===== src/rtl/xor_share_sched.sv =====
// Round-robin sharing of one external single-bit XOR unit between two requesters.
// Operands are pushed through the unit LSB first, allowing SETTLE extra cycles per bit.
module xor_share_sched #(
    parameter int W      = 8,
    parameter int SETTLE = 2
) (
    input  logic         i_clk,
    input  logic         i_rst,
    input  logic         i_req0,
    input  logic [W-1:0] i_a0,
    input  logic [W-1:0] i_b0,
    input  logic         i_req1,
    input  logic [W-1:0] i_a1,
    input  logic [W-1:0] i_b1,
    output logic         o_gnt0,
    output logic         o_gnt1,
    output logic         o_busy,
    output logic         o_xu_a,
    output logic         o_xu_b,
    input  logic         i_xu_y,
    output logic [W-1:0] o_result,
    output logic         o_done,
    output logic         o_done_id
);
    localparam int BW = (W > 1) ? $clog2(W) : 1;
    localparam int CW = (SETTLE > 0) ? $clog2(SETTLE + 1) : 1;

    typedef enum logic [1:0] {S_IDLE, S_RUN, S_DONE} state_t;

    state_t         r_state;
    logic           r_last;
    logic           r_id;
    logic [W-1:0]   r_op_a;
    logic [W-1:0]   r_op_b;
    logic [W-1:0]   r_res_sh;
    logic [BW-1:0]  r_bit;
    logic [CW-1:0]  r_cnt;
    logic           r_gnt0;
    logic           r_gnt1;
    logic           r_xu_a;
    logic           r_xu_b;
    logic [W-1:0]   r_result;
    logic           r_done;
    logic           r_done_id;

    logic           w_any;
    logic           w_win;
    logic [BW-1:0]  w_bit_nxt;

    assign w_any     = i_req0 | i_req1;
    // On contention the requester not served last wins; otherwise the lone requester
    assign w_win     = (i_req0 & i_req1) ? ~r_last : i_req1;
    assign w_bit_nxt = r_bit + BW'(1);

    always_ff @(posedge i_clk) begin
        if (i_rst) begin
            r_state   <= S_IDLE;
            r_last    <= 1'b1;
            r_id      <= 1'b0;
            r_op_a    <= '0;
            r_op_b    <= '0;
            r_res_sh  <= '0;
            r_bit     <= '0;
            r_cnt     <= '0;
            r_gnt0    <= 1'b0;
            r_gnt1    <= 1'b0;
            r_xu_a    <= 1'b0;
            r_xu_b    <= 1'b0;
            r_result  <= '0;
            r_done    <= 1'b0;
            r_done_id <= 1'b0;
        end else begin
            r_gnt0 <= 1'b0;
            r_gnt1 <= 1'b0;
            case (r_state)
                S_IDLE: begin
                    if (w_any) begin
                        r_op_a  <= w_win ? i_a1 : i_a0;
                        r_op_b  <= w_win ? i_b1 : i_b0;
                        r_xu_a  <= w_win ? i_a1[0] : i_a0[0];
                        r_xu_b  <= w_win ? i_b1[0] : i_b0[0];
                        r_gnt0  <= ~w_win;
                        r_gnt1  <= w_win;
                        r_last  <= w_win;
                        r_id    <= w_win;
                        r_bit   <= '0;
                        r_cnt   <= '0;
                        r_state <= S_RUN;
                    end
                end
                S_RUN: begin
                    if (r_cnt == CW'(SETTLE)) begin
                        r_res_sh[r_bit] <= i_xu_y;
                        if (r_bit == BW'(W - 1)) begin
                            r_state <= S_DONE;
                        end else begin
                            r_bit  <= w_bit_nxt;
                            r_cnt  <= '0;
                            r_xu_a <= r_op_a[w_bit_nxt];
                            r_xu_b <= r_op_b[w_bit_nxt];
                        end
                    end else begin
                        r_cnt <= r_cnt + CW'(1);
                    end
                end
                S_DONE: begin
                    // First DONE edge publishes the result, second returns to IDLE
                    if (!r_done) begin
                        r_result  <= r_res_sh;
                        r_done    <= 1'b1;
                        r_done_id <= r_id;
                    end else begin
                        r_done  <= 1'b0;
                        r_state <= S_IDLE;
                    end
                end
                default: r_state <= S_IDLE;
            endcase
        end
    end

    assign o_gnt0    = r_gnt0;
    assign o_gnt1    = r_gnt1;
    assign o_busy    = (r_state != S_IDLE);
    assign o_xu_a    = r_xu_a;
    assign o_xu_b    = r_xu_b;
    assign o_result  = r_result;
    assign o_done    = r_done;
    assign o_done_id = r_done_id;
endmodule

===== config.mk =====
export PLATFORM = sky130hd
export DESIGN_NAME = xor_share_sched
export DESIGN_NICKNAME = d
export VERILOG_FILES = /design/src/rtl/xor_share_sched.sv
export SDC_FILE = /design/constraint.sdc
export NUM_CORES = 1
export LEC_CHECK = 0
export ABC_AREA = 1
export BUFFER_PORTS_ARGS = -buffer_cell sky130_fd_sc_hd__buf_2
export CAP_MARGIN = 15
export CORE_ASPECT_RATIO = 2
export CORE_MARGIN = 1.5
export CORE_UTILIZATION = 53
export CTS_CLUSTER_DIAMETER = 50
export DETAILED_ROUTE_END_ITERATION = 7
export GPL_ROUTABILITY_DRIVEN = 0
export HOLD_SLACK_MARGIN = 0.02
export MAX_ROUTING_LAYER = met4
export PLACE_DENSITY = 0.83
export SYNTH_ARGS = -nofsm -noshare
export SYNTH_HDL_FRONTEND = slang
export SYNTH_SLANG_ARGS = --single-unit

===== constraint.sdc =====
create_clock -name i_clk -period 1.9 [get_ports i_clk]
set_clock_uncertainty 0.1 [all_clocks]
set_input_delay 0.285 -clock i_clk [delete_from_list [all_inputs] [get_ports i_clk]]
set_output_delay 0.285 -clock i_clk [all_outputs]
set_load 0.05 [all_outputs]

==> flow_metrics.env <==
export IMPL_post_route_min_period_ns=1.641
export IMPL_synth_edf_count=0
export IMPL_synthTopCellsByArea="dfxtp_1 42%, nand2_1 13%, inv_1 5.8%, o21ai_0 4.7%, a21oi_1 4.2%"
export IMPL_synth_top_area_share=0.4189
export IMPL_total_power_w=0.002786
export IMPL_post_place_cells=413
export IMPL_yosysSeqAreaShare=0.4189
export IMPL_io_pins=52
export IMPL_fmax_mhz=609.4
export IMPL_die_area_um2=4661
export IMPL_cts_setup_buffers=0
export IMPL_num_rows=33
export IMPL_async_reset_ff_frac=0
export IMPL_clk_latency_ns=0.30
export IMPL_synthTopCellsByCount="80 x nand2_1, 47 x dfxtp_1, 35 x inv_1"
export IMPL_wl_um=4820
export IMPL_r2r_end="o_xu_b$_SDFFE_PP0P_"
export IMPL_track_usage=0.2328
export IMPL_synth_avg_cell_area_um2=7.040
export IMPL_yosys_cell_types_count=28
export IMPL_grt_pass1_wl_um=8183
export IMPL_portBuffers=51
export IMPL_timing_final_crit_share=0.8636
export IMPL_cp_cell_sequence="ha_1 > ha_1 > inv_1 > o21ai_0 > nor2_2 > nand2_1 > nor2_1 > nor2_1"
export IMPL_synthFlopType="dfxtp_1"
export IMPL_slowest_delay_ns=0.35
export IMPL_cp_endpoint="o_xu_b$_SDFFE_PP0P_"
export IMPL_worstPathMaxFanout=6
export IMPL_cp_required_ns=1.99
export IMPL_hpwl_um=3579
export IMPL_hold_viol=0
export IMPL_utilization=0.6492
export IMPL_area_delta_synth_final_pct=18.16
export IMPL_ctsHoldBuffers=0
export IMPL_syn_area_um2=2246
export IMPL_antenna_left=0
export IMPL_cp_arrival_ns=1.73
export IMPL_crit_path_end_kind="flip-flop"
export IMPL_cts_max_level=2
export IMPL_cts_root_buf="clkbuf_8"
export IMPL_fp_dieH_um=95.06
export IMPL_start_util=0.5494
export IMPL_crit_start="r_bit[1]$_SDFFE_PP0P_"
export IMPL_fin_cells=421
export IMPL_power_density_nw_per_um2=1050
export IMPL_die_x_um=49.03
export IMPL_yosysMostFrequentCell="nand2_1"
export IMPL_status="finished, final reports clean"
export IMPL_cts_sinks=47
export IMPL_r2r_start="r_bit[1]$_SDFFE_PP0P_"
export IMPL_antenna_found_initial=0
export IMPL_cts_buffers=5
export IMPL_yosysWarnings=0
export IMPL_max_slew_worst_pin_slew_ns=0.4321
export IMPL_post_synth_top_area_cell="dfxtp_1"
export IMPL_wl_per_cell_um=11.45
export IMPL_min_path_type="primary input to flip-flop"
export IMPL_diodes=0
export IMPL_vias=2175
export IMPL_r2r_slack_ns=0.26
export IMPL_leakagePower_nw=1.257
export IMPL_cp_start_kind="flip-flop"
export IMPL_cts_clk_slew_worst_paths_ns=0.09
export IMPL_drt_initial_drc_count=32
export IMPL_cts_buffer_depth=2
export IMPL_peakVddDrop_uv=687.4
export IMPL_drive_gt1_frac=0.2168
export IMPL_setup_viol=0
export IMPL_cp_depth=8
export IMPL_path_class="flip-flop to flip-flop"
export IMPL_maxSlewHeadroom=0.7116
export IMPL_drv_slew=0
export IMPL_dr_pass1_iters=5
export IMPL_vias_per_cell=5.166
export IMPL_finalSetupTns_ns=0
export IMPL_rsz0062_at_grt="false"
export IMPL_grt_ovfl_total=0
export IMPL_r2r_cells=8
export IMPL_nFillCells=363
export IMPL_nets=407
export IMPL_grt_max_degree=32
export IMPL_synth_nets=358
export IMPL_synth_seq_cells=47
export IMPL_core_region_area_um2=4088
export IMPL_drc=0
export IMPL_cts_tree="built"
export IMPL_grt_pass1_vias=1975
export IMPL_cap_violations=0
export IMPL_syn_inst=319
export IMPL_critical_path_top_delay_family="simple AND/OR/NAND/NOR gates"
export IMPL_cp_slowest_cell="dfxtp_1"
export IMPL_cts_resized=0
export IMPL_path_buf_inv=1
==> per-layer routing <==
layer,up-vias,part of all wire,track usage
li1,1137,-,-
met1,960,0.36,0.2020
met2,65,0.57,0.4555
met3,13,0.042,0.03918
met4,0,0.031,0.1357
met5,-,0,-
==> cells in the final DEF (no fill, tap or decap), types with 9 or more instances in the layout <==
cell / count
nand2_1: 80
buf_2: 51
dfxtp_1: 47
inv_1: 35
nor2_1: 25
o21ai_0: 21
a21oi_1: 19
o21ai_1: 17
a31oi_1: 15
nand3_1: 14
nor3_1: 9
==> area by class of cell <==
type | instances | area, µm² | area share
Clock buffer | 6 | 72.57 | 0.02735
Clock inverter | 2 | 60.06 | 0.02263
Inverter | 39 | 148.9 | 0.05611
Multi-Input combinational cell | 219 | 1074 | 0.4045
Sequential cell | 47 | 940.9 | 0.3545
Tap cell | 52 | 65.06 | 0.02452
Timing Repair Buffer | 56 | 292.8 | 0.1103
==> flip-flops by register name, indices dropped and copies added, names as in the netlist <==
register   flops
o_result       8
o_xu_b         1
o_done_id      1
r_op_a         8
r_cnt          2
o_gnt1         1
o_done         1
r_state        2
r_last         1
r_res_sh       8
o_xu_a         1
r_bit          3
o_gnt0         1
r_id           1
r_op_b         8
==> report_power, final <==
group / total (W) / internal [W] / switching, W
Combinational: 0.000762 / 0.000229 / 0.000533
Clock: 0.000853 / 0.000526 / 0.000327
Sequential: 0.00117 / 0.00110 / 0.0000685
Total: 0.00279 / 0.00186 / 0.000929
==> worst reg2reg max path, delay by kind of cell (launching register included) <==
family                   cells  cell delay [ns]
AND/OR/NAND/NOR              4             0.52
adder cells (fa/ha/maj)      2             0.40
flip-flops                   1             0.35
AO/OA/AOI/OAI                1             0.10
buffers and inverters        1             0.07
==> kinds of logic (layout without fill, tap and decap cells) <==
| logic type | count (synthesis) | count (layout) | synth area share |
|---|---|---|---|
| AND/OR/NAND/NOR | 143 | 143 | 0.2869 |
| AO/OA/AOI/OAI | 74 | 74 | 0.1799 |
| buffers and inverters | 53 | 103 | 0.1031 |
| flip-flops | 47 | 47 | 0.4189 |
| adder cells (fa/ha/maj) | 2 | 2 | 0.01114 |
==> worst min-delay path by stage <==
stage | start | endpoint | slack [ns] | cells past startpoint
after floorplan | i_rst | o_gnt1$_SDFF_PP0_ | 0.26 | 1
after global placement | r_cnt[0]$_SDFFE_PP0P_ | r_cnt[0]$_SDFFE_PP0P_ | 0.32 | 1
after detailed placement | o_result[4]$_SDFFE_PP0P_ | o_result[4]$_SDFFE_PP0P_ | 0.33 | 2
after CTS | i_a1[2] | r_op_a[2]$_SDFFE_PP0P_ | 0.14 | 3
after global routing | i_a1[2] | r_op_a[2]$_SDFFE_PP0P_ | 0.14 | 3
final | i_a1[2] | r_op_a[2]$_SDFFE_PP0P_ | 0.13 | 3
==> metrics by stage <==
stage | setup slack (ns) | area, µm² | hold slack (ns)
6_report | 0.2592 | 2654 | 0.1340
5_1_grt | 0.1276 | 2654 | 0.1364
4_1_cts | 0.3094 | 2654 | 0.1356
3_5_place_dp | 0.3442 | 2521 | 0.3301
3_3_place_gp | 0.4004 | 2521 | 0.3154
2_1_floorplan | 0.4648 | 2246 | 0.2643
Note: power is estimated with default switching activity, not from simulation.
